**config.mk**
```make
export PLATFORM = sky130hd
export DESIGN_NAME = apb_lite_master18
export DESIGN_NICKNAME = d
export VERILOG_FILES = /design/src/rtl/apb_lite_master18.sv
export SDC_FILE = /design/constraint.sdc
export NUM_CORES = 1
export LEC_CHECK = 0
export CORE_ASPECT_RATIO = 0.75
export CORE_MARGIN = 4
export CORE_UTILIZATION = 50
export CTS_CLUSTER_SIZE = 14
export DETAILED_ROUTE_END_ITERATION = 10
export DONT_BUFFER_PORTS = 1
export GPL_ROUTABILITY_DRIVEN = 1
export HOLD_SLACK_MARGIN = 0.03
export PLACE_DENSITY_LB_ADDON = 0.2
export SYNTH_ARGS = -nofsm -noshare
export SYNTH_HDL_FRONTEND = slang
export SYNTH_SLANG_ARGS = --single-unit
```
**constraint.sdc**
```tcl
create_clock -name pclk18 -period 10.7 [get_ports pclk18]
set_input_delay 2.675 -clock pclk18 [delete_from_list [all_inputs] [get_ports pclk18]]
set_output_delay 2.675 -clock pclk18 [all_outputs]
set_load 0.01 [all_outputs]
```
**src/rtl/apb_lite_master18.sv**
```systemverilog
// APB Rev 2 initiator: buffers valid/ready requests in a small FIFO and issues
// two-phase (SETUP/ENABLE) transfers with one-hot peripheral select.
module apb_lite_master18 #(
  parameter int ADDR_W     = 8,
  parameter int SEL_W      = 2,
  parameter int FIFO_DEPTH = 2
) (
  input  logic                      pclk18,
  input  logic                      p_reset18,
  input  logic                      req_valid18,
  output logic                      req_ready18,
  input  logic                      req_write18,
  input  logic [ADDR_W-1:0]         req_addr18,
  input  logic [31:0]               req_wdata18,
  output logic [(2**SEL_W)-1:0]     psel18,
  output logic                      penable18,
  output logic                      pwrite18,
  output logic [ADDR_W-1:0]         paddr18,
  output logic [31:0]               pwdata18,
  input  logic [(2**SEL_W)*32-1:0]  prdata_bus18,
  output logic                      rsp_valid18,
  output logic                      rsp_write18,
  output logic [31:0]               rsp_rdata18,
  output logic                      busy18
);

  localparam int NSLV  = 2**SEL_W;
  localparam int EW    = 1 + ADDR_W + 32;
  localparam int PTR_W = (FIFO_DEPTH > 1) ? $clog2(FIFO_DEPTH) : 1;
  localparam int CNT_W = $clog2(FIFO_DEPTH + 1);

  typedef enum logic [1:0] {IDLE = 2'd0, SETUP = 2'd1, ENABLE = 2'd2} state_e;

  state_e               state_q, state_d;
  logic [EW-1:0]        mem_q [FIFO_DEPTH];
  logic [PTR_W-1:0]     wr_ptr_q, wr_ptr_d, rd_ptr_q, rd_ptr_d;
  logic [CNT_W-1:0]     count_q, count_d;
  logic                 ready_q, ready_d;
  logic                 busy_q, busy_d;
  logic [NSLV-1:0]      psel_q, psel_d;
  logic [SEL_W-1:0]     sel_q, sel_d;
  logic                 penable_q, penable_d;
  logic                 pwrite_q, pwrite_d;
  logic [ADDR_W-1:0]    paddr_q, paddr_d;
  logic [31:0]          pwdata_q, pwdata_d;
  logic                 rsp_valid_q, rsp_valid_d;
  logic                 rsp_write_q, rsp_write_d;
  logic [31:0]          rsp_rdata_q, rsp_rdata_d;

  logic                 push_s, go_setup_s, mem_push_s, mem_pop_s;
  logic [EW-1:0]        head_s;
  logic [31:0]          rd_slice_s;

  function automatic logic [PTR_W-1:0] ptr_inc(input logic [PTR_W-1:0] p);
    if (p == PTR_W'(FIFO_DEPTH - 1)) begin
      ptr_inc = '0;
    end else begin
      ptr_inc = p + PTR_W'(1);
    end
  endfunction

  assign rd_slice_s = prdata_bus18[{sel_q, 5'd0} +: 32];

  // Next-state, FIFO bookkeeping and APB/response output computation
  always_comb begin
    state_d     = state_q;
    wr_ptr_d    = wr_ptr_q;
    rd_ptr_d    = rd_ptr_q;
    psel_d      = psel_q;
    sel_d       = sel_q;
    penable_d   = penable_q;
    pwrite_d    = pwrite_q;
    paddr_d     = paddr_q;
    pwdata_d    = pwdata_q;
    rsp_valid_d = 1'b0;
    rsp_write_d = rsp_write_q;
    rsp_rdata_d = rsp_rdata_q;
    push_s      = req_valid18 && ready_q;
    // An empty FIFO forwards the request being accepted straight into SETUP.
    head_s      = (count_q != CNT_W'(0)) ? mem_q[rd_ptr_q]
                                         : {req_write18, req_addr18, req_wdata18};

    case (state_q)
      IDLE:    go_setup_s = (count_q != CNT_W'(0)) || push_s;
      ENABLE:  go_setup_s = (count_q != CNT_W'(0)) || push_s;
      default: go_setup_s = 1'b0;
    endcase

    case (state_q)
      IDLE: begin
        state_d = go_setup_s ? SETUP : IDLE;
      end
      SETUP: begin
        state_d   = ENABLE;
        penable_d = 1'b1;
      end
      ENABLE: begin
        rsp_valid_d = 1'b1;
        rsp_write_d = pwrite_q;
        rsp_rdata_d = pwrite_q ? 32'h0000_0000 : rd_slice_s;
        state_d     = go_setup_s ? SETUP : IDLE;
        psel_d      = {NSLV{1'b0}};
        penable_d   = 1'b0;
      end
      default: begin
        state_d   = IDLE;
        psel_d    = {NSLV{1'b0}};
        penable_d = 1'b0;
      end
    endcase

    if (go_setup_s) begin
      pwrite_d  = head_s[EW-1];
      paddr_d   = head_s[32 +: ADDR_W];
      pwdata_d  = head_s[EW-1] ? head_s[31:0] : 32'h0000_0000;
      sel_d     = head_s[32 + ADDR_W - 1 -: SEL_W];
      penable_d = 1'b0;
      for (int k = 0; k < NSLV; k++) begin
        psel_d[k] = (head_s[32 + ADDR_W - 1 -: SEL_W] == SEL_W'(k));
      end
    end else begin
      sel_d = sel_q;
    end

    mem_pop_s  = go_setup_s && (count_q != CNT_W'(0));
    mem_push_s = push_s && !(go_setup_s && (count_q == CNT_W'(0)));

    if (mem_push_s) begin
      wr_ptr_d = ptr_inc(wr_ptr_q);
    end else begin
      wr_ptr_d = wr_ptr_q;
    end
    if (mem_pop_s) begin
      rd_ptr_d = ptr_inc(rd_ptr_q);
    end else begin
      rd_ptr_d = rd_ptr_q;
    end

    count_d = count_q + CNT_W'(mem_push_s) - CNT_W'(mem_pop_s);
    ready_d = (count_d != CNT_W'(FIFO_DEPTH));
    busy_d  = (count_d != CNT_W'(0)) || (state_d != IDLE);
  end

  // State, FIFO and output registers with synchronous reset
  always_ff @(posedge pclk18) begin
    if (p_reset18) begin
      state_q     <= IDLE;
      wr_ptr_q    <= '0;
      rd_ptr_q    <= '0;
      count_q     <= '0;
      ready_q     <= 1'b1;
      busy_q      <= 1'b0;
      psel_q      <= '0;
      sel_q       <= '0;
      penable_q   <= 1'b0;
      pwrite_q    <= 1'b0;
      paddr_q     <= '0;
      pwdata_q    <= 32'h0000_0000;
      rsp_valid_q <= 1'b0;
      rsp_write_q <= 1'b0;
      rsp_rdata_q <= 32'h0000_0000;
    end else begin
      state_q     <= state_d;
      wr_ptr_q    <= wr_ptr_d;
      rd_ptr_q    <= rd_ptr_d;
      count_q     <= count_d;
      ready_q     <= ready_d;
      busy_q      <= busy_d;
      psel_q      <= psel_d;
      sel_q       <= sel_d;
      penable_q   <= penable_d;
      pwrite_q    <= pwrite_d;
      paddr_q     <= paddr_d;
      pwdata_q    <= pwdata_d;
      rsp_valid_q <= rsp_valid_d;
      rsp_write_q <= rsp_write_d;
      rsp_rdata_q <= rsp_rdata_d;
      if (mem_push_s) begin
        mem_q[wr_ptr_q] <= {req_write18, req_addr18, req_wdata18};
      end
    end
  end

  assign req_ready18 = ready_q;
  assign busy18      = busy_q;
  assign psel18      = psel_q;
  assign penable18   = penable_q;
  assign pwrite18    = pwrite_q;
  assign paddr18     = paddr_q;
  assign pwdata18    = pwdata_q;
  assign rsp_valid18 = rsp_valid_q;
  assign rsp_write18 = rsp_write_q;
  assign rsp_rdata18 = rsp_rdata_q;

endmodule

```
After elaboration in Yosys (flattened, before gate mapping)
Memory sizes are Yosys's and may differ from the RTL's. A register that Yosys moved wholly into a read port is not among the register bits.
Cells that the tools add are included.
{ "classes": {"shift": 1, "mux": 17, "reduce_logical": 16, "add_sub_neg": 4, "n_eq_ne": 7} }
{ "op_table": {"columns": ["op", "count"], "rows": [
  ["128-bit by 8-bit indexed part select with 32-bit output", 1],
  ["32-bit 2-to-1 mux", 2],
  ["41-bit 2-to-1 mux", 1],
  ["1-bit 2-to-1 mux", 10],
  ["4-bit 2-to-1 mux", 2],
  ["2-bit equality test (second input constant)", 3],
  ["2-bit logical NOT", 3],
  ["2-bit nonzero test", 3],
  ["2-bit OR reduction", 3],
  ["2-bit by 1-bit equality test with 1-bit output (second input constant)", 2],
  ["1-bit logical AND", 4],
  ["2-bit case mux with 2 select lines", 1],
  ["1-bit adder (second input constant)", 2],
  ["2-bit by 1-bit adder with 2-bit output", 1],
  ["1-bit logical OR", 2],
  ["2-bit by 1-bit != test with 1-bit output (second input constant)", 1],
  ["2-bit != test (second input constant)", 1],
  ["1-bit case mux with 2 select lines", 1],
  ["2-bit by 1-bit subtractor with 2-bit output", 1],
  ["1-bit logical NOT", 1]
]} }
{ "totals": {"ramBits": 82, "out_inout_bits": 82, "input_bits": 172, "mem_count": 1, "elab_cells": 61, "ff_bits": 90} }
{ "mem_list": {"columns": ["name", "depth", "width", "read_ports", "rd_clocked_by_memory_dff", "wr", "line_no", "text"], "rows": [
  ["mem_q", 2, 41, 1, 1, 1, "35", "logic [EW-1:0] mem_q [FIFO_DEPTH];"]
]} }

Depth between registers and ports, before layout
{ "logic_depth": {"word_depth": 10, "mapped_depth": 9, "depth_no_buf": 8} }

Worst setup path before layout
OpenSTA, ideal clock, no wires.
{ "synth_timing": {"path_kind": "in2reg", "from": "input port p_reset18", "to": "memory mem_q[1][0] (netlist name), enable pin", "t_arrival_ps": 6095, "setup_slack_ps": 4106, "t_required_ps": 10201, "setup_time_ps": 499, "stages": 3, "n_path_buf": 2, "path_cell_list": "buf_2 clkbuf_1 nor3b_1"} }
{ "synth_via": {"elab_chain_cells": 2} }
{ "synth_lines": {"columns": ["item", "line_no", "text"], "rows": [
  ["start: declaration", "9", "input logic p_reset18,"],
  ["1-bit 2-to-1 mux", "146", "if (p_reset18) begin"],
  ["1-bit 2-to-1 mux (not written as such)", "179", "mem_q[wr_ptr_q] <= {req_write18, req_addr18, req_wdata18};"],
  ["end: declaration", "35", null]
]} }
No other way between the ends.

==> flow_summary.json <==
{
  "synth_ff_type": "dfxtp_1",
  "die_w_um": 148,
  "slew_viol_final": 0,
  "grt_max_degree": 42,
  "hold_class": "reg2reg",
  "timing_worst_setup_path_type": "in2reg",
  "timing.final.crit_share_pct": 38.1,
  "synth_area_leaders": "edfxtp_1 (34%), dfxtp_1 (24%), mux4_2 (9.8%), o32ai_2 (6.4%), mux2i_1 (5.6%)",
  "slowest_delay_ns": 0.87,
  "pwr-share-comb_pct": 28.8,
  "path_max_fanout": 35,
  "leakagePower_nw": 2.68,
  "seqPwrFrac_pct": 43.5,
  "track_usage_pct": 20.2,
  "finalClockSkew_ns": 0.00850,
  "placementRows": 38,
  "synth_fp_nets": 660,
  "io_buffer_count": 0,
  "layout.nets": 648,
  "pre_cts_ws_ns": 6.18,
  "seq_area_frac_synth_pct": 57.7,
  "vias_per_cell": 6.16,
  "rsz0062_at_grt": "no",
  "nFillCells": 1192,
  "grt_remaining_overflow": 0,
  "yosysMostFrequentCell": "dfxtp_1",
  "crit_path_start_kind": "input port",
  "timing.rr.end": "busy18",
  "worst_slew_pin_slew_ns": 1.17,
  "critPathRequiredTime_ns": 10.99,
  "post_drt_wl_per_cell_um": 24.8,
  "ys.warnings.count": 0,
  "cts_tree": "yes",
  "power_frac_clock_pct": 27.7,
  "setup_tns_ns": 0,
  "post_cts_resized": 0,
  "ir_drop_v": 0.000147,
  "grt_pass1_vias": 4384,
  "setup_violations": 0,
  "place_hpwl_um": 11300,
  "syn_avg_cell_area_um2": 15.1,
  "post-cts-setup-buffer-count": 0,
  "synthTopCellsByCount": "dfxtp_1 (89), edfxtp_1 (82), a22o_1 (41), mux2i_1 (41), inv_1 (33)",
  "synth-edff-count": 82,
  "drive_gt1_share_pct": 29.6,
  "antenna_found_initial": 0,
  "drc_errors": 0,
  "path_cells": "or2_2, nor2_2, or4_1",
  "syn-instance-count": 486,
  "cts_root_buffer": "clkbuf_16",
  "arrival_ns": 4.37,
  "die-height_um": 113,
  "h-tree-depth": 4,
  "start_util_pct": 50.8,
  "hold_viol_final": 0,
  "clock.fmax_mhz": 245,
  "numCtsBuffers": 17,
  "fin_ws_ns": 6.62,
  "drv_cap": 0,
  "netlist_area_um2": 7350,
  "gp_congestion": 0.770,
  "slew-limit-headroom_pct": 22.2,
  "min_period_ns": 4.08,
  "crit_buf_inv": 0,
  "drtIter0Drc": 270,
  "cellPowerDensity_nw_per_um2": 261,
  "synthDistinctLibCells": 43,
  "synthArstFlopShare_pct": 0,
  "r2r_slack_ns": 8.08,
  "cts_hold_buf": 0,
  "yosys.area.top_type": "edfxtp_1",
  "r2r-start": "count_q[1]",
  "die-area_um2": 16700,
  "reg2regPathDepth": 6,
  "min_delay_path_depth": 2,
  "path_clk_slew_ns": 0.06,
  "drtAntennaViolNets": 0,
  "grt_pass1_wl_um": 25800,
  "synth_top_area_share_pct": 33.5,
  "synthToLayoutAreaGrowth_pct": 9.79,
  "dr.pass1.iters": 4,
  "clkLatencyLatePin_ns": 0.42,
  "vias": 4241,
  "p_int_w": 0.00142,
  "clk_path_buf_depth": 2,
  "end_kind": "flop",
  "min-delay-start": "pwdata18[0]",
  "status": "complete, no violations",
  "core_area_um2": 14500,
  "crit_path_top_delay_cell": "or2_2",
  "routed_wl_um": 17000,
  "whs_endpoint": "pwdata18[0]",
  "cp_top_family": "simple AND/OR/NAND/NOR gates",
  "pin_count": 254,
  "cts.sinks": 171,
  "switching_power_w": 0.000680,
  "switching_share_pct": 32.3,
  "synth_seq_cells": 171
}
## kinds of logic after synthesis
logic type / synth area share, %
adders and majority gates: 0.340
and+or+nand+nor: 2.64
xor gates and xnor gates: 0.426
buffers and inverters: 4.41
muxes: 20.5
DFF: 57.7
AOI/OAI and AO/OA: 13.9
## worst min-delay path: cells and delay by family, from the launching register on
| kind | cells | cell delay, ns |
|---|---|---|
| buffers and inverters | 1 | 0.06 |
| flip-flops | 1 | 0.34 |
| AO/OA/AOI/OAI | 1 | 0.05 |
## metrics by stage
stage | power (W) | area, um2 | instances | util, % | hold slack (ns)
after global placement | 0.00152 | 7500 | 655 | 51.9 | 0.489
after global routing | 0.00221 | 8070 | 687 | 55.8 | 0.533
after CTS | 0.00212 | 8070 | 687 | 55.8 | 0.508
after floorplan | 0.00142 | 7350 | 486 | - | 0.477
after detailed placement | 0.00154 | 7500 | 655 | 51.9 | 0.497
final | 0.00210 | 8070 | 688 | 55.8 | 0.504
## registers in the layout, summed over array words and instances (netlist names), named ones only
name and flops:
mem_q 82, pwdata18 32, rsp_rdata18 32, paddr18 6, psel18 4, count_q 2, sel_q 2, state_q 2
busy18 1, penable18 1, pwrite18 1, rd_ptr_q 1, req_ready18 1, rsp_valid18 1, rsp_write18 1, wr_ptr_q 1
## layout make-up
type | instances | area [um2] | share of cell area, %
clock buffers | 25 | 518 | 6.42
flip-flops and latches | 171 | 4250 | 52.6
inverters | 33 | 124 | 1.54
repair buffers | 9 | 67.6 | 0.837
well taps | 200 | 250 | 3.10
diodes | 1 | 2.50 | 0.0310
multi-input cells | 242 | 2810 | 34.8
clock inverters | 7 | 50.0 | 0.620
## metal layers
layer	wire, um	track usage [%]	part of all wire, %
met4	184	5.97	1.1
met2	7810	29.4	46
met1	7300	27.4	43
met3	1740	9.13	10
met5	0	0	0
## power by group through the flow
stage / combinational [W] / sequential, W / clock (W)
after global placement: 0.000592 / 0.000926 / 0
after floorplan: 0.000531 / 0.000887 / 0
final: 0.000605 / 0.000915 / 0.000583
after CTS: 0.000612 / 0.000916 / 0.000596
after detailed placement: 0.000610 / 0.000928 / 0
after global routing: 0.000660 / 0.000929 / 0.000626
## worst max-delay path by stage
| stage | cells after the start | start | slack (ns) | to |
|---|---|---|---|---|
| floorplan | 3 | p_reset18 | 4.11 | mem_q[1][0] |
| global placement | 3 | p_reset18 | 6.22 | busy18 |
| detailed placement | 3 | p_reset18 | 6.18 | busy18 |
| CTS | 3 | p_reset18 | 6.61 | busy18 |
| global route | 3 | p_reset18 | 6.54 | busy18 |
| finish | 3 | p_reset18 | 6.62 | busy18 |
## layout by cell type, fill, tap and decap left out, drive strengths merged, types with 2 or more instances in the layout
| cell type | synthesis | final |
|---|---|---|
| dfxtp | 89 | 89 |
| edfxtp | 82 | 82 |
| a22o | 41 | 41 |
| mux2i | 41 | 41 |
| inv | 33 | 37 |
| mux2 | 33 | 33 |
| o32ai | 33 | 33 |
| mux4 | 32 | 32 |
| clkbuf | 18 | 25 |
| a21oi | 10 | 10 |
| nor3 | 10 | 10 |
| buf | 22 | 9 |
| nor2 | 9 | 9 |
| o2bb2ai | 3 | 3 |
| clkinv | 0 | 3 |
| nor2b | 2 | 2 |
| o21a | 2 | 2 |
| or2 | 2 | 2 |
| a21o | 2 | 2 |
| or3 | 2 | 2 |
| nand2 | 2 | 2 |
| ha | 2 | 2 |
No activity file was read; power rests on OpenSTA's default activity.
==> edit (same settings) <==
Set the parameter `FIFO_DEPTH` to 1 (it was 2).
--- a/src/rtl/apb_lite_master18.sv
+++ b/src/rtl/apb_lite_master18.sv
@@ -5,3 +5,3 @@
   parameter int SEL_W      = 2,
-  parameter int FIFO_DEPTH = 2
+  parameter int FIFO_DEPTH = 1
 ) (
Formal check against the unedited RTL: not equivalent (Yosys sat finds a counterexample within 4 cycles, from zero or initial values and one cycle with p_reset18 high).
==> edit against the original RTL <==
  * Sequential cell count is 45 lower
  * Die area is 24% lower
  * Design area is 25% lower
  * Setup slack better by 390 ps
  * Routed wire length is 16% lower
  * Area after synthesis is 26% lower
  * Total power is 44% lower
  * Combinational power is 82% lower
==> edit: results (changes against the original RTL) <==
[synthesis]
synth-main-ff-cell = dfxtp_1  ; unchanged
synth_edf_count = 41  ; was 82
ys_warn_count = 0  ; unchanged
syn_nets = 607  ; was 660
ys_seq_area_share_pct = 53.6  ; was 57.7%
synthDistinctLibCells = 32  ; was 43
synth_commonest_cells = dfxtp_1, a21oi_1, edfxtp_1  ; was dfxtp_1, edfxtp_1, a22o_1, mux2i_1, inv_1
synth-async-reset-ratio_pct = 0  ; unchanged
ys_top_cells_by_area = dfxtp_1, edfxtp_1, mux4_2, mux2i_1, a22o_1  ; was edfxtp_1, dfxtp_1, mux4_2, o32ai_2, mux2i_1

[sta]
slew_headroom_pct = 23.1  ; was 22.2%
drv_slew = 0  ; unchanged
clock_skew_ps = 8.21  ; was 8.50 ps

[cts]
ctsResizeCount = 0  ; unchanged
max-clock-path-buffers = 2  ; unchanged
clockRootBuffer = clkbuf_16  ; unchanged
cts_max_level = 4  ; unchanged
clk_latency_ps = 410
clk_pin_slew_ps = 50
cts_setup_buffers = 0  ; unchanged
numCtsBuffers = 17  ; unchanged

[route]
wl_um = 14200  ; was 17000 um
vias = 3727  ; was 4241
firstDrtPassIters = 4  ; unchanged
drtIter0Drc = 351  ; was 270

[worst_setup_path]
slowest_stage = nor2_4  ; was or2_2
cp_top_family = simple AND/OR/NAND/NOR gates  ; unchanged
crit_fanout = 41  ; was 35
crit_arrival_ps = 3700  ; was 4370 ps
max_stage_delay_ps = 890  ; was 870 ps

[hold_path]
min_path_type = flip-flop to flip-flop  ; unchanged

[global_route]
first_global_vias = 3635  ; was 4384
grt_max_degree = 81  ; was 42
antenna_found_initial = 2  ; was 0
grt_pass1_wl_um = 21200  ; was 25800 um
track_usage_pct = 21.7  ; was 20.2%

[power]
power_leakage_uw = 0.00197  ; was 0.00268 uW
vdd_ir_drop_max_v = 0.000105  ; was 0.000147 V

[final_layout]
largest_reg_flops = 41  ; was 82
fin_nets = 588  ; was 648
largest-register = mem_q  ; unchanged
drive_gt1_share_pct = 17.9  ; was 29.6%
nFillCells = 842  ; was 1192

[placed_design]
place.gp.congestion = 0.817  ; was 0.770
pre_cts_ws_ps = 6530  ; was 6180 ps
portBuffers = 0  ; unchanged
dpl.hpwl_um = 9910  ; was 11300 um

[status]
status = completed  ; unchanged

## edit: cell types whose count changed after synthesis, moves of 7 or more
cell      delta
a211oi_1     +7
a21oi_1     +37
a22o_1       -9
clkbuf_1     +8
edfxtp_1    -41
inv_1       -32
mux2_2      -30
o21ai_0     +17
o21ai_1     +19
o32ai_2     -29
or4_1       +32
## edit: metrics by stage
step	util (%)	instances	instance area, um^2	hold slack [ps]
2_1_floorplan	-	435	5470	481
3_3_place_gp	52.6	533	5520	511
3_5_place_dp	52.6	533	5520	514
4_1_cts	57.9	565	6070	523
5_1_grt	57.9	565	6070	547
6_report	57.9	566	6080	525
## edit: logic make-up after synthesis
logic type / Yosys count / synth area share (%)
simple gates: 61 / 7.28
compound gates: 128 / 14.5
buf+inv: 47 / 3.82
flops: 126 / 53.6
mux: 73 / 20.7
## edit: report_power, final
part | internal [uW] | switching (uW) | leakage [uW] | total, uW
clock network | 334 | 196 | 0.000277 | 530
registers | 516 | 22.8 | 0.00107 | 538
logic | 52.7 | 53.8 | 0.000629 | 107
## edit: cell type report
class | instances | area, um^2 | area share, %
Antenna cell | 1 | 2.50 | 0.0412
Clock buffer | 27 | 524 | 8.63
Clock inverter | 5 | 27.5 | 0.453
Inverter | 1 | 3.75 | 0.0618
Multi-Input combinational cell | 262 | 2350 | 38.7
Sequential cell | 126 | 2940 | 48.3
Tap cell | 136 | 170 | 2.80
Timing Repair Buffer | 8 | 60.1 | 0.988
## edit: path summary, 6_finish.rpt
| path | start | end | slack (ps) | cells after the start |
|---|---|---|---|---|
| min | pwdata18[14] | pwdata18[14] | 520 | 2 |
| max reg2reg | count_q | pwdata18[2] | 8180 | 5 |
| max | req_valid18 | mem_q[0][11] | 7010 | 2 |
| min reg2reg | pwdata18[14] | pwdata18[14] | 520 | 2 |
## edit: layer usage
metal	global-route usage, %	vias to the layer above	wire length (um)
met3	10.5	23	1560
met1	27.7	1834	5810
met5	0	-	13
li1	-	1682	-
met4	6.62	2	201
met2	32.8	186	6650
## edit: worst min-delay path, stage by stage, from the launching register on
cell and delay [ps]:
dfxtp_1 340, o21ai_1 80, a21oi_1 60
